**config.mk**
```make
export PLATFORM = sky130hd
export DESIGN_NAME = swap_sequencer
export DESIGN_NICKNAME = d
export VERILOG_FILES = /design/src/rtl/swap_sequencer.sv
export SDC_FILE = /design/constraint.sdc
export NUM_CORES = 1
export LEC_CHECK = 0
export ABC_AREA = 0
export BUFFER_PORTS_ARGS = -buffer_cell sky130_fd_sc_hd__buf_2
export CAP_MARGIN = 20
export CELL_PAD_IN_SITES_DETAIL_PLACEMENT = 0
export CELL_PAD_IN_SITES_GLOBAL_PLACEMENT = 2
export CORE_ASPECT_RATIO = 0.7
export CORE_UTILIZATION = 29
export DETAILED_ROUTE_END_ITERATION = 10
export HOLD_SLACK_MARGIN = 0.02
export PLACE_DENSITY_LB_ADDON = 0.1
export SYNTH_ARGS = -nofsm -noshare
export SYNTH_HDL_FRONTEND = slang
export SYNTH_SLANG_ARGS = --single-unit
```
**constraint.sdc**
```tcl
create_clock -name clk_in -period 1.8 [get_ports clk_in]
set_input_delay 0.18 -clock clk_in [delete_from_list [all_inputs] [get_ports clk_in]]
set_output_delay 0.18 -clock clk_in [all_outputs]
set_load 0.005 [all_outputs]
```
**src/rtl/swap_sequencer.sv**
```systemverilog
// Generation/frame swap controller: starts a generation, waits for every engine,
// then swaps the double buffer on a qualifying vertical-blank rising edge.
module swap_sequencer #(
    parameter int NUM_ENGINES   = 1,
    parameter int LOG_MAX_SPEED = 3,
    parameter int GEN_WIDTH     = 16
) (
    input  logic                     clk_in,
    input  logic                     rst_in,
    input  logic                     vblank_in,
    input  logic [NUM_ENGINES-1:0]   done_in,
    input  logic [1:0]               mode_in,
    input  logic                     step_in,
    input  logic [LOG_MAX_SPEED-1:0] speed_in,
    output logic                     start_out,
    output logic                     swap_out,
    output logic                     busy_out,
    output logic [GEN_WIDTH-1:0]     gen_count_out,
    output logic                     overrun_out
);

    localparam int FW = LOG_MAX_SPEED + 1;
    localparam logic [FW-1:0]        FRAME_MAX = FW'(1 << LOG_MAX_SPEED);
    localparam logic [FW-1:0]        FRAME_ONE = FW'(1);
    localparam logic [GEN_WIDTH-1:0] GEN_ONE   = GEN_WIDTH'(1);

    typedef enum logic [1:0] {S_START, S_COMPUTE, S_WAIT, S_SWAP} state_t;

    state_t                   state_q;
    logic                     vblank_q;
    logic                     step_pend_q;
    logic                     start_q;
    logic                     swap_q;
    logic                     busy_q;
    logic                     overrun_q;
    logic [LOG_MAX_SPEED-1:0] speed_lat_q;
    logic [FW-1:0]            frame_cnt_q;
    logic [FW-1:0]            frame_cnt_d;
    logic [GEN_WIDTH-1:0]     gen_q;

    logic          vb_edge;
    logic          all_done;
    logic          run_mode;
    logic          step_mode;
    logic          due;
    logic          swap_cond;
    logic [FW-1:0] need;
    logic [FW:0]   frame_next;

    assign vb_edge    = vblank_in & ~vblank_q;
    assign all_done   = &done_in;
    assign run_mode   = (mode_in == 2'b01);
    assign step_mode  = (mode_in == 2'b10);
    assign need       = FRAME_MAX - {1'b0, speed_lat_q};
    assign frame_next = {1'b0, frame_cnt_q} + {{FW{1'b0}}, 1'b1};
    assign due        = vb_edge & (frame_next >= {1'b0, need});
    assign swap_cond  = run_mode  ? due :
                        step_mode ? (vb_edge & step_pend_q) : 1'b0;
    // Frame counter saturates so a late WAIT entry still qualifies on the next edge.
    assign frame_cnt_d = (vb_edge && (frame_cnt_q != FRAME_MAX)) ? frame_cnt_q + FRAME_ONE
                                                                 : frame_cnt_q;

    always_ff @(posedge clk_in) begin
        if (rst_in) begin
            state_q     <= S_START;
            vblank_q    <= 1'b1;
            step_pend_q <= 1'b0;
            start_q     <= 1'b0;
            swap_q      <= 1'b0;
            busy_q      <= 1'b0;
            overrun_q   <= 1'b0;
            speed_lat_q <= '0;
            frame_cnt_q <= '0;
            gen_q       <= '0;
        end else begin
            vblank_q    <= vblank_in;
            start_q     <= 1'b0;
            swap_q      <= 1'b0;
            busy_q      <= 1'b0;
            frame_cnt_q <= frame_cnt_d;
            if (step_mode && step_in && (state_q != S_SWAP))
                step_pend_q <= 1'b1;
            case (state_q)
                S_START: begin
                    // Coming out of reset the pulse has not been issued yet.
                    if (!start_q) begin
                        start_q <= 1'b1;
                    end else begin
                        speed_lat_q <= speed_in;
                        frame_cnt_q <= vb_edge ? FRAME_ONE : '0;
                        busy_q      <= 1'b1;
                        state_q     <= S_COMPUTE;
                    end
                end
                S_COMPUTE: begin
                    if (run_mode && due && !all_done)
                        overrun_q <= 1'b1;
                    if (all_done)
                        state_q <= S_WAIT;
                    else
                        busy_q <= 1'b1;
                end
                S_WAIT: begin
                    if (!all_done) begin
                        busy_q  <= 1'b1;
                        state_q <= S_COMPUTE;
                    end else if (swap_cond) begin
                        swap_q  <= 1'b1;
                        state_q <= S_SWAP;
                    end
                end
                S_SWAP: begin
                    gen_q       <= gen_q + GEN_ONE;
                    step_pend_q <= 1'b0;
                    start_q     <= 1'b1;
                    state_q     <= S_START;
                end
                default: state_q <= S_START;
            endcase
        end
    end

    assign start_out     = start_q;
    assign swap_out      = swap_q;
    assign busy_out      = busy_q;
    assign gen_count_out = gen_q;
    assign overrun_out   = overrun_q;

endmodule

```
==> results of run 1 <==
-- worst max-delay path by stage --
stage                                           start                 endpoint  slack, ps
after global routing        frame_cnt_q[0]$_SDFF_PP0_      swap_out$_SDFF_PP0_        -90
after detailed placement    frame_cnt_q[0]$_SDFF_PP0_  state_q[0]$_SDFFE_PP0P_       -160
final                     speed_lat_q[1]$_SDFFE_PP0P_      swap_out$_SDFF_PP0_        -20
after floorplan             frame_cnt_q[0]$_SDFF_PP0_  state_q[0]$_SDFFE_PP0P_         10
after global placement      frame_cnt_q[0]$_SDFF_PP0_  state_q[0]$_SDFFE_PP0P_       -110
after CTS                 speed_lat_q[0]$_SDFFE_PP0P_  state_q[0]$_SDFFE_PP0P_        -30
-- worst max-delay path: cells and delay by family, from the launching register on --
kind | cells | cell delay (ps)
AO/OA/AOI/OAI | 2 | 280
adder cells (fa/ha/maj) | 1 | 280
buffers and inverters | 2 | 290
flip-flops | 1 | 330
AND/OR/NAND/NOR | 3 | 570
-- layer usage --
layer,share of wire,global-route usage
met5,0,0
met4,0.014,0.05444
met1,0.52,0.1847
met3,0.049,0.04469
met2,0.42,0.2147
-- report_power, final --
group          total, W  switching (W)  internal (W)  leakage, nW
Clock          0.000717       0.000269      0.000448       0.0612
Sequential     0.000789      0.0000449      0.000745        0.254
Combinational  0.000629       0.000340      0.000289        0.574
-- sequential cells by signal, summed over array words and instances (netlist names) --
name and cells:
start_out 1, busy_out 1, frame_cnt_q 4, vblank_q 1
gen_count_out 16, swap_out 1, speed_lat_q 3, step_pend_q 1
overrun_out 1, state_q 2
-- cell families (layout without fill, tap and decap cells) --
logic type,after synthesis,count (layout),synth area share
DFF,31,31,0.3946
adders and majority gates,13,13,0.1034
muxes,2,2,0.01273
xor gates and xnor gates,18,18,0.1002
buffers and inverters,16,61,0.04296
and+or+nand+nor,79,79,0.2570
AOI/OAI and AO/OA,23,23,0.08910
-- stage by stage --
| stage | power (W) | setup slack [ps] | setup TNS [ps] | utilization |
|---|---|---|---|---|
| detailed placement | 0.001311 | -158.9 | -537.5 | 0.3586 |
| floorplan | 0.001137 | 14.55 | 0 | - |
| CTS | 0.002086 | -33.91 | -47.21 | 0.3919 |
| global route | 0.002277 | -89.87 | -229.5 | 0.4084 |
| global placement | 0.001297 | -106.8 | -315.5 | 0.3586 |
| finish | 0.002135 | -21.37 | -21.37 | 0.4084 |
-- what timing repair did --
action | 4_1_cts | 5_1_grt
setup endpoints to repair | 4 | 4
setup buffers | 0 | 1
hold buffers | 0 | 0
resized for setup | 16 | 14
cloned | 0 | 0
pin swaps | 7 | 11
-- cells in the final DEF, fill, tap and decap left out, types with 5 or more instances in the layout --
cell      instances
ha_1              7
nand2_1          18
inv_2             5
buf_2            29
xnor2_1           9
nor2_1           23
inv_1             5
clkbuf_8          6
buf_4            14
dfxtp_1          27
nand4_1           5
nor3_1            9
xor2_1            7
a21oi_1           9
ha_4              5
-- cell type report --
cell class              count  area (µm²)  share of cell area
clock buffers               6       82.58             0.03866
clock inverters             2       35.03             0.01640
inverters                  10       37.54             0.01757
multi-input cells         135        1010              0.4728
flip-flops and latches     31       630.6              0.2953
well taps                  72       90.09             0.04218
repair buffers             43       250.2              0.1172
==> results list, run 1 <==
- Result of the run: finished with violations
- Violated checks: setup timing
* Transition at the pin with the smallest max-transition slack: 639.0 ps
- The first global-routing pass estimated 6.237 mm of wire.
- Insertion delay of the later-clocked pin in the worst-skew pair: 280 ps
* Synth Warn #: 0
* TritonCTS clock tree: yes
* Share of Yosys cell area claimed by the top area cell type: 0.3946
- Using the TritonRoute via totals, the vias-per-cell ratio works out to 4.622.
- Data arrives at the worst endpoint at 2030 ps.
- Fill cells in the final layout number 539.
- The initialized floorplan defines 22 standard-cell rows.
- The H-tree was split into 2 levels.
- Total length of routed wires: 3.767 mm
- Number of nets at the end of the flow: 249
- Setup repair after global routing could not meet its margin everywhere.
* HP Start: vblank_in
- Count of max-cap constraint violations: 0
- Startpoint type of the worst setup path: flip-flop
- Reg-to-reg slack, setup: -20 ps
* Cell count after synthesis: 182
- The critical path in this run is classified as reg2reg.
- The repair_antennas step left the layout with diodes totalling 0.
* Initial standard-cell utilization of the core: 0.3007
- The floorplan step set the die height to 63.62 µm.
- The startpoint identified for the worst register-to-register timing path is speed_lat_q[1]$_SDFFE_PP0P_.
- Clock slew at reported path FFs: 70 ps
- Core ar.: 0.005230 mm²
* Cell repeated most along the worst path: buf_4
* Number of pins exceeding their max-slew limit in the final report: 0
- Once layout is done, the placed cells without fillers occupy 0.002136 mm².
- During placement, the flow inserted port buffers numbering 29.
* Worst IR drop on VDD: 0.0004091 V
- WL per Instance: 12.60 µm
* Total global-route track usage: 0.1409
- Number of setup violations in the final report: 1
- The area growth from synthesis to layout is 35.80%.
* Post-Synthesis Net Count: 205
- In the final layout, the share of cells above drive strength 1 is 0.3568.
- Clock root cell: clkbuf_8
- Antenna violations before repair: 0
- Standard cell with the maximum stage delay on the critical path: or3_4
* Total die area: 0.005727 mm²
* Setup crit end kind: flip-flop
- The clock passes through at most 2 buffers.
* Pwr Density: 999.8 mW/mm²
- Tightest hold margin: 117.0 ps
- First-pass iteration count of the detailed router: 4
* Average cell area after synthesis: 8.642 µm²
- Class of the most critical hold timing path: in2reg
* Capturing point of the worst reg2reg path: swap_out$_SDFF_PP0_
* Max-slew headroom: 0.5740
- Counting instances, the worst hold path has a depth of 2.
- # placed instances: 290
- Min-Delay Endpoint: vblank_q$_SDFF_PP1_
* Synth top area cells: dfxtp_1 39%, ha_1 10%, xnor2_1 5.6%, nor2_1 5.5%, xor2_1 4.5%
- Largest net degree at the start of global routing: 34
* Num ports: 30
* Async SR Flop Fraction: 0
* Final hold vios: 0
* Number of buffers created by CTS: 5
- Of all nets on the critical path, the largest fanout is 2.
- Crit-path cells: buf_4 -> or3_4 -> ha_4 -> o21ai_2 -> o211ai_1 -> nand2_1 -> buf_4 -> nor3_2
* Cell with the most instances after synthesis: dfxtp_1
- Count of nets left with antenna violations after detail routing: 0
- The share of the Yosys chip area taken by registers is 0.3946.
- Between clock sinks in the finished design, the worst skew comes to 5.152 ps.
- The worst register-to-register path has a depth of 8.
- The placed instances occupy a cell area of 0.001876 mm².
- In this run the static leakage power is 0.8885 nW.
- STA puts the critical path data required time at 2010 ps.
* Achievable clock frequency: 549.0 MHz
- Residual DRC: 0
- Cell area after synthesis: 0.001573 mm²
- Final weighted congestion in routability-driven placement: 0.8116
- Placed wire-length estimate after detailed placement: 2.774 mm
- Grt ovf: 0
* Number of cells in the finished layout apart from fillers: 299
- CTS sink count: 31
* Prevailing post-synth register cell: dfxtp_1
* Number of global-route vias before repair: 1,313
- The die is 90.02 µm wide.
* Total number of vias: 1,382
* #FFs+latches synth: 31
- Summed over all instances, the cell type with the most area after synthesis is dfxtp_1.
- Commonest cells in the synthesized netlist: 31 x dfxtp_1, 23 x nor2_1, 18 x nand2_1
- Period utilisation layout: 1.012
- For this run, the slowest stage of the critical path takes 340 ps.
* PnR worst setup slack: -21.37 ps
- Post-synth EDFFs: 0
- After the first detailed-routing iteration, the DRC count stood at 24.
- The smallest clock period supported by the final layout is computed as 1821 ps.
- The synthesized netlist contains 36 unique library cells.
Power figures use the tool's default switching activity.
==> inputs of run 2 (changes only) <==
==> constraint.sdc (replaced) <==
create_clock -name clk_in -period 1.54 [get_ports clk_in]
set_input_delay 0.154 -clock clk_in [delete_from_list [all_inputs] [get_ports clk_in]]
set_output_delay 0.154 -clock clk_in [all_outputs]
set_load 0.005 [all_outputs]
==> run 2 against run 1 <==
First-iteration DRC count down 4.2%; highest routed layer unchanged; flip-flop and latch count unchanged; the run still ends with setup timing left; fmax up 0.14%; clock-buffer cell count up 2; largest cell class unchanged; critical path type unchanged.
==> results list, run 2 (synthesis gave the netlist of run 1 again) <==
- Total power for the finished layout comes to 0.002490 W.
* Antenna violations before repair: 0
* Crit Path Category: reg2reg
- Before CTS, the worst setup slack after placement is -411.4 ps.
- Core ar.: 0.005230 mm²
- Largest register FFs: 16
* Insertion delay of the later-clocked pin in the worst-skew pair: 280 ps
- Horizontal die dimension: 90.02 µm
* Placed instance area: 0.001974 mm²
* R2R cell count: 7
- CTS sink count: 31
- The count of cells in the finished layout, fillers not included, comes to 312.
- STA puts the critical path data required time at 1740 ps.
- Number of stages on the worst hold path: 2
- For this run, the total global-route usage over all layers was measured as 0.1479.
* Worst EP arrival: 2020 ps
- After filler insertion, the fill cell instance count of the layout stands at 528.
* Largest net degree at the start of global routing: 22
- The wire-length estimate of the detail-placed layout is 2.784 mm.
* Setup crit end kind: flip-flop
- Period utilisation layout: 1.181
- Global-route wire length before repair: 6.610 mm
- Class of the most critical hold timing path: in2reg
* TritonCTS clock tree: yes
- Residual DRC: 0
- Pin placement for this block handled 30 I/O pins.
- Summed over all cells, the static leakage comes to 0.9456 nW.
* PortBufs: 29
* Number of setup violations in the final report: 4
- Final weighted congestion in routability-driven placement: 0.7380
- The worst hold path terminates at vblank_q$_SDFF_PP1_.
* Routed via count divided by cell count: 4.545
- Clock Skews: 3.462 ps
* Number of global-route vias before repair: 1,414
- VDD sags by at most 0.0004526 V.
* First-pass iteration count of the detailed router: 4
- Initial standard-cell utilization of the core: 0.3007
- The number of hold violations in the final report came to 0.
- Area of combinational cells with multiple inputs: 0.001056 mm²
* Clock root cell: clkbuf_8
- In the post-route analysis, the smallest setup slack over all paths is -278.9 ps.
* Startpoint type of the worst setup path: flip-flop
- For the finished layout, the period the worst path requires is 1819 ps.
* Grt ovf: 0
* Reg-to-reg slack, setup: -280 ps
- Clock slew at reported path FFs: 70 ps
- Number of buffers created by CTS: 5
- The area growth from synthesis to layout is 44.55%.
* Clock Path Buffers: 2
- Count of nets left with antenna violations after detail routing: 0
- Including well taps, the total number of placed cells is 300.
- The final reports fail on setup timing.
- Of all nets on the critical path, the largest fanout is 3.
* Result of the run: finished with violations
- Leaving out fill and tap cells, the most frequent cell in the layout is buf_2.
- Critical R2R Launch: speed_lat_q[0]$_SDFFE_PP0P_
* Layout cell share with drive strength beyond 1: 0.4083
- The first routing iteration left 23 violations.
- Die height: 63.62 µm
* Total die area: 0.005727 mm²
- Leaving out fill and tap cells, the most frequent cells in the layout are 29 x buf_2, 26 x buf_4, 25 x dfxtp_1.
* Flip-flop and latch area: 638.1 µm²
- Total number of vias: 1,418
- Antenna fix cells: 0
- Transition at the pin with the smallest max-transition slack: 442.2 ps
* Setup repair after global routing missed its margin: yes
- Based on the critical path, the design can be clocked at up to 549.8 MHz.
- The worst hold path begins at vblank_in.
- The number of max-slew violations in the final report is 0.
- Count of max-cap constraint violations: 0
* Capturing point of the worst reg2reg path: swap_out$_SDFF_PP0_
- Dividing total power by cell area gives a power density of 1095 mW/mm².
- Number of nets at the end of the flow: 262
- Max-slew headroom: 0.7052
- Rows: 22
- After detailed routing, the average wire length per cell comes to 12.75 µm.
* CTS H-tree depth: 2
- The routed design has 3.977 mm of wire.
- Final design area excluding fillers: 0.002273 mm²
==> run 2: cell types whose count changed in the layout (fill, tap and decap cells not counted), sizes merged <==
cell	previous run	this run
clkbuf	6	8
buf	43	56
bufinv	1	0
clkinv	1	0
==> run 2: metal layers <==
metal / track usage / vias to the layer above / wire, µm
met5: 0 / - / 0
met4: 0.06855 / 0 / 60
met3: 0.03986 / 7 / 131
met2: 0.2118 / 24 / 1748
met1: 0.2045 / 657 / 2036
li1: - / 730 / -
==> run 2: through the flow <==
step	TNS, ps	util	hold WS, ps
global route	-1283	0.4347	94.45
CTS	-916.9	0.4151	81.68
floorplan	-418.1	-	260.6
global placement	-1068	0.3775	367.4
detailed placement	-1378	0.3775	378.3
finish	-852.1	0.4347	88.16
==> run 2: critical path, stage by stage (launching register included) <==
cell	delay, ps
dfxtp_2	330
or3_1	430
ha_4	290
o21ai_2	50
o211ai_1	250
nand2_1	130
buf_4	150
nor3_2	110
==> run 2: cell type report <==
| cell class | instances | area share |
|---|---|---|
| Multi-Input combinational cell | 135 | 0.4645 |
| Sequential cell | 31 | 0.2807 |
| Inverter | 10 | 0.01651 |
| Tap cell | 72 | 0.03963 |
| Timing Repair Buffer | 56 | 0.1547 |
| Clock buffer | 8 | 0.04403 |
==> run 2: power breakdown <==
group	leakage (nW)	internal [W]	switching (W)	total, W
clock	0.0515	0.000408	0.000305	0.000712
combinational	0.639	0.000394	0.000442	0.000836
sequential	0.255	0.000881	0.0000602	0.000942
==> run 2: worst max-delay path by stage <==
stage,cells after the start,end,from,slack (ps)
detailed placement,7,state_q[1]$_SDFFE_PP0P_,frame_cnt_q[1]$_SDFF_PP0_,-410
CTS,7,swap_out$_SDFF_PP0_,speed_lat_q[0]$_SDFFE_PP0P_,-260
finish,7,swap_out$_SDFF_PP0_,speed_lat_q[0]$_SDFFE_PP0P_,-280
global route,7,state_q[0]$_SDFFE_PP0P_,speed_lat_q[0]$_SDFFE_PP0P_,-360
floorplan,7,state_q[0]$_SDFFE_PP0P_,frame_cnt_q[0]$_SDFF_PP0_,-160
global placement,7,state_q[0]$_SDFFE_PP0P_,frame_cnt_q[1]$_SDFF_PP0_,-330
==> run 2: repair_timing <==
action	in CTS	in global routing
endpoints found under the setup margin	6	7
setup buffers	1	3
resized for setup	22	13
pin swaps	11	9
cloned	0	0
hold buffers	0	0
